<file path="src/rtl/sched_pkg.sv">
// Shared definitions for the schedule executor: word field layout, opcodes,
// FSM state names and the schedule-word validity check.
package sched_pkg;

    localparam int unsigned WORD_W    = 32;
    localparam int unsigned NUM_BANKS = 8;
    localparam int unsigned BANK_W    = 3;
    localparam int unsigned OP_W      = 4;
    localparam int unsigned ROW_W     = 8;

    // Schedule word field positions
    localparam int unsigned RSVD_HI_MSB = 31;
    localparam int unsigned RSVD_HI_LSB = 24;
    localparam int unsigned MASK_MSB    = 23;
    localparam int unsigned MASK_LSB    = 16;
    localparam int unsigned OP_MSB      = 15;
    localparam int unsigned OP_LSB      = 12;
    localparam int unsigned RSVD_LO_MSB = 11;
    localparam int unsigned RSVD_LO_LSB = 8;
    localparam int unsigned ROW_MSB     = 7;
    localparam int unsigned ROW_LSB     = 0;

    localparam logic [OP_W-1:0] OP_REFRESH = 4'h3;
    localparam logic [OP_W-1:0] OP_WRITE   = 4'h5;
    localparam logic [OP_W-1:0] OP_READ    = 4'hA;

    typedef enum logic [1:0] {
        IDLE  = 2'd0,
        ISSUE = 2'd1,
        DONE  = 2'd2
    } sched_state_e;

    // A word is well-formed when both reserved fields are zero and the opcode is known
    function automatic logic sched_word_valid(input logic [WORD_W-1:0] w);
        logic [OP_W-1:0] op;
        logic            rsvd_clear;
        op         = w[OP_MSB:OP_LSB];
        rsvd_clear = (w[RSVD_HI_MSB:RSVD_HI_LSB] == '0) && (w[RSVD_LO_MSB:RSVD_LO_LSB] == '0);
        return rsvd_clear && ((op == OP_REFRESH) || (op == OP_WRITE) || (op == OP_READ));
    endfunction

endpackage

</file>
<file path="src/rtl/sched_fifo.sv">
// Synchronous FIFO with first-word fall-through read data; writes when full
// and reads when empty are ignored.
module sched_fifo #(
    parameter int unsigned DEPTH = 4,
    parameter int unsigned WIDTH = 32
) (
    input  logic                       clk,
    input  logic                       rst,
    input  logic                       wr_en,
    input  logic [WIDTH-1:0]           wr_data,
    input  logic                       rd_en,
    output logic [WIDTH-1:0]           rd_data_c,
    output logic                       full_c,
    output logic                       empty_c,
    output logic [$clog2(DEPTH):0]     count
);

    localparam int unsigned AW = $clog2(DEPTH);
    localparam int unsigned CW = AW + 1;

    logic [WIDTH-1:0] mem [DEPTH];
    logic [AW-1:0]    wr_ptr;
    logic [AW-1:0]    rd_ptr;
    logic             wr_fire_c;
    logic             rd_fire_c;

    assign full_c    = (count == CW'(DEPTH));
    assign empty_c   = (count == '0);
    assign wr_fire_c = wr_en && !full_c;
    assign rd_fire_c = rd_en && !empty_c;
    assign rd_data_c = mem[rd_ptr];

    // Storage array; contents need no reset since count gates visibility
    always_ff @(posedge clk) begin
        if (wr_fire_c) begin
            mem[wr_ptr] <= wr_data;
        end
    end

    // Pointers and occupancy
    always_ff @(posedge clk) begin
        if (rst) begin
            wr_ptr <= '0;
            rd_ptr <= '0;
            count  <= '0;
        end else begin
            if (wr_fire_c) wr_ptr <= wr_ptr + AW'(1);
            if (rd_fire_c) rd_ptr <= rd_ptr + AW'(1);
            count <= count + CW'(wr_fire_c) - CW'(rd_fire_c);
        end
    end

endmodule

</file>
<file path="src/rtl/schedule_executor.sv">
// Schedule link receiver: captures schedule words, buffers them, and expands
// each into one memory command per enabled bank.
// Optional: SCHED_EXEC_ERR_CNT_EN adds a saturating 8-bit err_count output.
module schedule_executor
    import sched_pkg::*;
#(
    parameter int unsigned FIFO_DEPTH = 4
) (
    input  logic              clk,
    input  logic              rst,
    input  logic              tx,
    input  logic [WORD_W-1:0] schedule_in,
    output logic              mem_cmd_valid,
    input  logic              mem_cmd_ready,
    output logic [BANK_W-1:0] mem_bank,
    output logic [OP_W-1:0]   mem_op,
    output logic [ROW_W-1:0]  mem_row,
    output logic              sched_done,
    output logic              sched_err,
    output logic              busy
`ifdef SCHED_EXEC_ERR_CNT_EN
    ,
    output logic [7:0]        err_count
`endif
);

    localparam int unsigned CNT_W = $clog2(FIFO_DEPTH) + 1;

    localparam logic [1:0] ST_IDLE  = 2'(IDLE);
    localparam logic [1:0] ST_ISSUE = 2'(ISSUE);
    localparam logic [1:0] ST_DONE  = 2'(DONE);

    logic                 prev_tx;
    logic [WORD_W-1:0]    last_word;
    logic                 capture_c;
    logic                 word_ok_c;
    logic                 wr_fire_c;
    logic                 err_n;

    logic [WORD_W-1:0]    fifo_rd_data_c;
    logic                 fifo_full_c;
    logic                 fifo_empty_c;
    logic [CNT_W-1:0]     fifo_count;
    logic [CNT_W-1:0]     fifo_count_n;
    logic                 pop_c;

    logic [1:0]           state;
    logic [1:0]           state_n;
    logic [NUM_BANKS-1:0] mask;
    logic [NUM_BANKS-1:0] mask_n;
    logic [NUM_BANKS-1:0] mask_clr_c;
    logic [BANK_W-1:0]    low_bank_c;
    logic                 fire_c;
    logic                 valid_n;
    logic [BANK_W-1:0]    bank_n;
    logic [OP_W-1:0]      op_n;
    logic [ROW_W-1:0]     row_n;
    logic                 done_n;
    logic                 busy_n;
    logic                 unused_rsvd_c;

    // New word on a rising tx level or when the held word changes
    assign capture_c = tx && (!prev_tx || (schedule_in != last_word));
    assign word_ok_c = sched_word_valid(schedule_in);
    assign wr_fire_c = capture_c && word_ok_c && !fifo_full_c;
    assign err_n     = capture_c && (!word_ok_c || fifo_full_c);

    assign fifo_count_n  = fifo_count + CNT_W'(wr_fire_c) - CNT_W'(pop_c);
    assign unused_rsvd_c = ^{fifo_rd_data_c[RSVD_HI_MSB:RSVD_HI_LSB],
                             fifo_rd_data_c[RSVD_LO_MSB:RSVD_LO_LSB]};

    sched_fifo #(
        .DEPTH (FIFO_DEPTH),
        .WIDTH (WORD_W)
    ) u_fifo (
        .clk       (clk),
        .rst       (rst),
        .wr_en     (capture_c && word_ok_c),
        .wr_data   (schedule_in),
        .rd_en     (pop_c),
        .rd_data_c (fifo_rd_data_c),
        .full_c    (fifo_full_c),
        .empty_c   (fifo_empty_c),
        .count     (fifo_count)
    );

    // Remaining mask once the current command's handshake is accounted for
    always_comb begin
        fire_c     = mem_cmd_valid && mem_cmd_ready;
        mask_clr_c = mask;
        if (fire_c) begin
            mask_clr_c = mask & ~(NUM_BANKS'(1) << mem_bank);
        end
    end

    // Lowest set bit of the remaining mask
    always_comb begin
        low_bank_c = '0;
        for (int i = int'(NUM_BANKS) - 1; i >= 0; i--) begin
            if (mask_clr_c[i]) low_bank_c = BANK_W'(i);
        end
    end

    // Next-state and output logic for word expansion
    always_comb begin
        state_n = state;
        mask_n  = mask;
        valid_n = mem_cmd_valid;
        bank_n  = mem_bank;
        op_n    = mem_op;
        row_n   = mem_row;
        done_n  = 1'b0;
        pop_c   = 1'b0;
        case (state)
            ST_IDLE: begin
                if (!fifo_empty_c) begin
                    pop_c   = 1'b1;
                    mask_n  = fifo_rd_data_c[MASK_MSB:MASK_LSB];
                    op_n    = fifo_rd_data_c[OP_MSB:OP_LSB];
                    row_n   = fifo_rd_data_c[ROW_MSB:ROW_LSB];
                    state_n = ST_ISSUE;
                end
            end
            ST_ISSUE: begin
                mask_n = mask_clr_c;
                if (!mem_cmd_valid || fire_c) begin
                    if (mask_clr_c == '0) begin
                        valid_n = 1'b0;
                        done_n  = 1'b1;
                        state_n = ST_DONE;
                    end else begin
                        valid_n = 1'b1;
                        bank_n  = low_bank_c;
                    end
                end
            end
            ST_DONE: begin
                state_n = ST_IDLE;
            end
            default: begin
                state_n = ST_IDLE;
            end
        endcase
        busy_n = (state_n != ST_IDLE) || (fifo_count_n != '0);
    end

    // Capture history
    always_ff @(posedge clk) begin
        if (rst) begin
            prev_tx   <= 1'b0;
            last_word <= '0;
        end else begin
            prev_tx <= tx;
            if (capture_c) last_word <= schedule_in;
        end
    end

    // FSM state, working mask and registered outputs
    always_ff @(posedge clk) begin
        if (rst) begin
            state         <= ST_IDLE;
            mask          <= '0;
            mem_cmd_valid <= 1'b0;
            mem_bank      <= '0;
            mem_op        <= '0;
            mem_row       <= '0;
            sched_done    <= 1'b0;
            sched_err     <= 1'b0;
            busy          <= 1'b0;
        end else begin
            state         <= state_n;
            mask          <= mask_n;
            mem_cmd_valid <= valid_n;
            mem_bank      <= bank_n;
            mem_op        <= op_n;
            mem_row       <= row_n;
            sched_done    <= done_n;
            sched_err     <= err_n;
            busy          <= busy_n;
        end
    end

`ifdef SCHED_EXEC_ERR_CNT_EN
    // Saturating count of rejected words
    always_ff @(posedge clk) begin
        if (rst) begin
            err_count <= '0;
        end else if (err_n && (err_count != 8'hFF)) begin
            err_count <= err_count + 8'd1;
        end
    end
`endif

endmodule

</file>
<file path="config.mk">
export PLATFORM = sky130hd
export DESIGN_NAME = schedule_executor
export DESIGN_NICKNAME = d
export VERILOG_FILES = /design/src/rtl/sched_pkg.sv /design/src/rtl/sched_fifo.sv /design/src/rtl/schedule_executor.sv
export SDC_FILE = /design/constraint.sdc
export NUM_CORES = 1
export LEC_CHECK = 0
export CAP_MARGIN = 25
export CORE_ASPECT_RATIO = 0.8
export CORE_MARGIN = 5
export CORE_UTILIZATION = 58
export DETAILED_ROUTE_END_ITERATION = 7
export PLACE_DENSITY = 0.79
export SETUP_SLACK_MARGIN = 0.05
export SLEW_MARGIN = 15
export SYNTH_ARGS = -nofsm -noshare
export SYNTH_HDL_FRONTEND = slang
export SYNTH_SLANG_ARGS = --single-unit
export TNS_END_PERCENT = 5
</file>
<file path="constraint.sdc">
create_clock -name clk -period 6.5 [get_ports clk]
set_input_delay 1.625 -clock clk [delete_from_list [all_inputs] [get_ports clk]]
set_output_delay 1.625 -clock clk [all_outputs]
set_load 0.01 [all_outputs]
</file>
==> results.cfg <==
[timing]
fmaxAchievable_ghz = 0.223
setup_tns_ns = 0
setup_viol = 0
slew_headroom_pct = 29.2
min_period_ns = 4.48
worst_pin_slew_ns = 1.06
finalClockSkew_ns = 0.00788
final_max_slew_viol_count = 0
worst_hold_slack_ns = 0.458
period_share_pct = 68.9
hold_viol = 0
rsz0062_at_grt = false

[cells_and_area]
fin_util_pct = 69.2
drive_gt1_share_pct = 8.82
diodes = 0
design_area_sq_mm = 0.00841
areaGrowthSynthToFinish_pct = 16.6
fin_nets = 746

[placement]
portBuffers = 54
gp_congestion = 0.882
postPlaceCellArea_sq_mm = 0.00783
detailed_place_hpwl_um = 10800

[detailed_routing]
vias_per_cell = 6.26
drt_first_pass_iters = 5
vias = 5418
drt_iter0_markers = 442
drtAntennaViolNets = 0
drc = 0
wl_per_cell_um = 19.4
totalWireLength_um = 16800

[run_status]
status = finished, final reports clean

[critical_path]
cp.required_ns = 6.75
cp_max_fo = 6
slowest_delay_ns = 0.53
path_buf_inv = 1
critPathArrivalTime_ns = 4.73
cp-start-kind = input port
critPathTopFamily = XOR/XNOR gates
critPathSlowestCell = or4_1
crit_chain = clkdlybuf4s50_1 -> xnor2_1 -> nand4_1 -> or4_1 -> o41a_1 -> ha_1 -> ha_1 -> xor2_1 -> xnor2_1 -> a41oi_1
crit_type = input port to flip-flop
cp-end-kind = flip-flop

[synth]
seq_area_frac_synth_pct = 53.0
ys_seq_elements = 151
syn_avg_cell_area_sq_um = 10.8
syn_nets = 714
syn_area_sq_mm = 0.00721
ys.flop_type = edfxtp_1
synth_cells = 669
ys_warn_count = 0
synth-edff-count = 80
synthArstFlopShare_pct = 0
synthSimpleGateAreaFrac_pct = 18.1
synth_fa_ha_area_share_pct = 1.56
yosys.area_share.xor_xnor_pct = 4.74
synth_top_family_by_area = simple AND/OR/NAND/NOR gates
synth.distinct_cells = 54
synth_mux_area_share_pct = 6.94
synth_compound_area_share_pct = 12.8

[clocking]
cts_buffers = 17
cts_setup_buffers = 0
clk_latency_ns = 0.43
cts_root_buffer = clkbuf_16
htreeDepth = 4
cts_sinks = 151
cts_tree = done
hold_buffers = 0
cts_resized = 0
clkSlewWorstSetupHoldPaths_ns = 0.06
clockBufferDepth = 2

[min_path]
hold_class = flip-flop to flip-flop

[global_route]
grt.total_usage_pct = 23.9
grt_max_degree = 134
grt-ovfl-total = 0
grt_pass1_vias = 5425
antenna_found_initial = 0
grt_pass1_wl_um = 27500

[die]
die_y_um = 110
rows = 36
io_pins = 55
fp.dieArea_sq_mm = 0.0148
core_sq_mm = 0.0122
floorplan.initialDensity_pct = 59.3
die_x_um = 135

[power_and_ir_drop]
power_leakage_nw = 2.70
peakVddDrop_v = 0.000211
total_power_mw = 2.87
p_per_area_mw_per_mm2 = 341

[flow_run]
cap_violations = 0
[cell usage after synthesis, types with 13 or more instances]
cell / count / area [sq um]
edfxtp_1: 80 / 2400
dfxtp_1: 71 / 1420
nand2_1: 68 / 255
a21oi_1: 54 / 270
nor2_1: 51 / 191
clkbuf_1: 43 / 161
xnor2_1: 35 / 307
o211ai_1: 31 / 233
o21ai_0: 31 / 155
nor3b_1: 30 / 225
nand3b_1: 29 / 218
mux4_2: 20 / 450
nand4_1: 13 / 81.3
[kinds of logic (layout without fill, tap and decap cells)]
group	after synthesis	after routing
simple gates	241	241
flops	151	151
compound gates	149	149
buf+inv	55	100
xor+xnor	39	39
mux	25	25
fa+ha+maj	9	9
[cell usage in the layout, fill, tap and decap left out, types with 3 or more instances in the layout]
cell type,n
inv_6,3
mux4_2,20
buf_4,4
nand2_1,68
xor2_1,4
ha_1,9
clkdlybuf4s50_1,52
mux2i_1,5
nand2b_1,8
o311ai_0,4
and2_1,4
a21oi_1,54
nor2_1,51
nor2b_1,3
nor3_1,6
nand3b_1,29
or4_1,6
clkbuf_16,17
nand4_1,13
o21ai_0,31
clkinvlp_4,3
inv_1,7
edfxtp_1,80
o21ai_1,8
a41oi_1,5
dfxtp_1,71
xnor2_1,35
nor3b_1,30
nand3_1,7
o211ai_1,31
[tightest hold or removal path, stage by stage (launching register included)]
cell and delay, ns:
dfxtp_1 0.31, nand2_1 0.05, a21oi_1 0.05
[report_power, final]
group,switching (mW),leakage [nW],internal (mW)
clock,0.399,0.270,0.540
combinational,0.399,1.12,0.337
sequential,0.0941,1.31,1.10
[per-stage QoR]
step           instances  worst slack (ns)
3_3_place_gp         830              1.78
6_report             866              2.02
3_5_place_dp         833              1.65
2_1_floorplan        669              2.66
4_1_cts              865              2.01
5_1_grt              866              1.90
[layer usage]
| metal | GRT usage (%) | routed length, um | vias up |
|---|---|---|---|
| li1 | - | - | 2558 |
| met1 | 30.7 | 7250 | 2646 |
| met2 | 39.1 | 8150 | 175 |
| met3 | 5.76 | 958 | 39 |
| met4 | 10.2 | 429 | 0 |
| met5 | 0 | 0 | - |
[registers in the layout, summed over array words and instances (netlist names), 3 cells and up, named ones only]
signal and cells:
mem_op 4, last_word 32, mem_row 8, u_fifo.count 3, u_fifo.mem 80, mem_bank 3, mask 8
[final cells by class]
| type | count | area (sq um) |
|---|---|---|
| Fill cell | 881 | 3750 |
| Timing Repair Buffer | 61 | 621 |
| Clock buffer | 19 | 443 |
| Multi-Input combinational cell | 463 | 3190 |
| Tap cell | 152 | 190 |
| Clock inverter | 13 | 121 |
| Inverter | 7 | 26.3 |
| Sequential cell | 151 | 3820 |
[worst paths after layout]
check | from | endpoint | slack, ns | depth (start not counted)
max reg2reg | last_word[4]$_SDFFE_PP0P_ | busy$_SDFF_PP0_ | 3.44 | 9
min reg2reg | mem_row[3]$_SDFFE_PP0P_ | mem_row[3]$_SDFFE_PP0P_ | 0.46 | 2
max | schedule_in[4] | busy$_SDFF_PP0_ | 2.02 | 10
min | mem_row[3]$_SDFFE_PP0P_ | mem_row[3]$_SDFFE_PP0P_ | 0.46 | 2
Power figures use the tool's default switching activity.
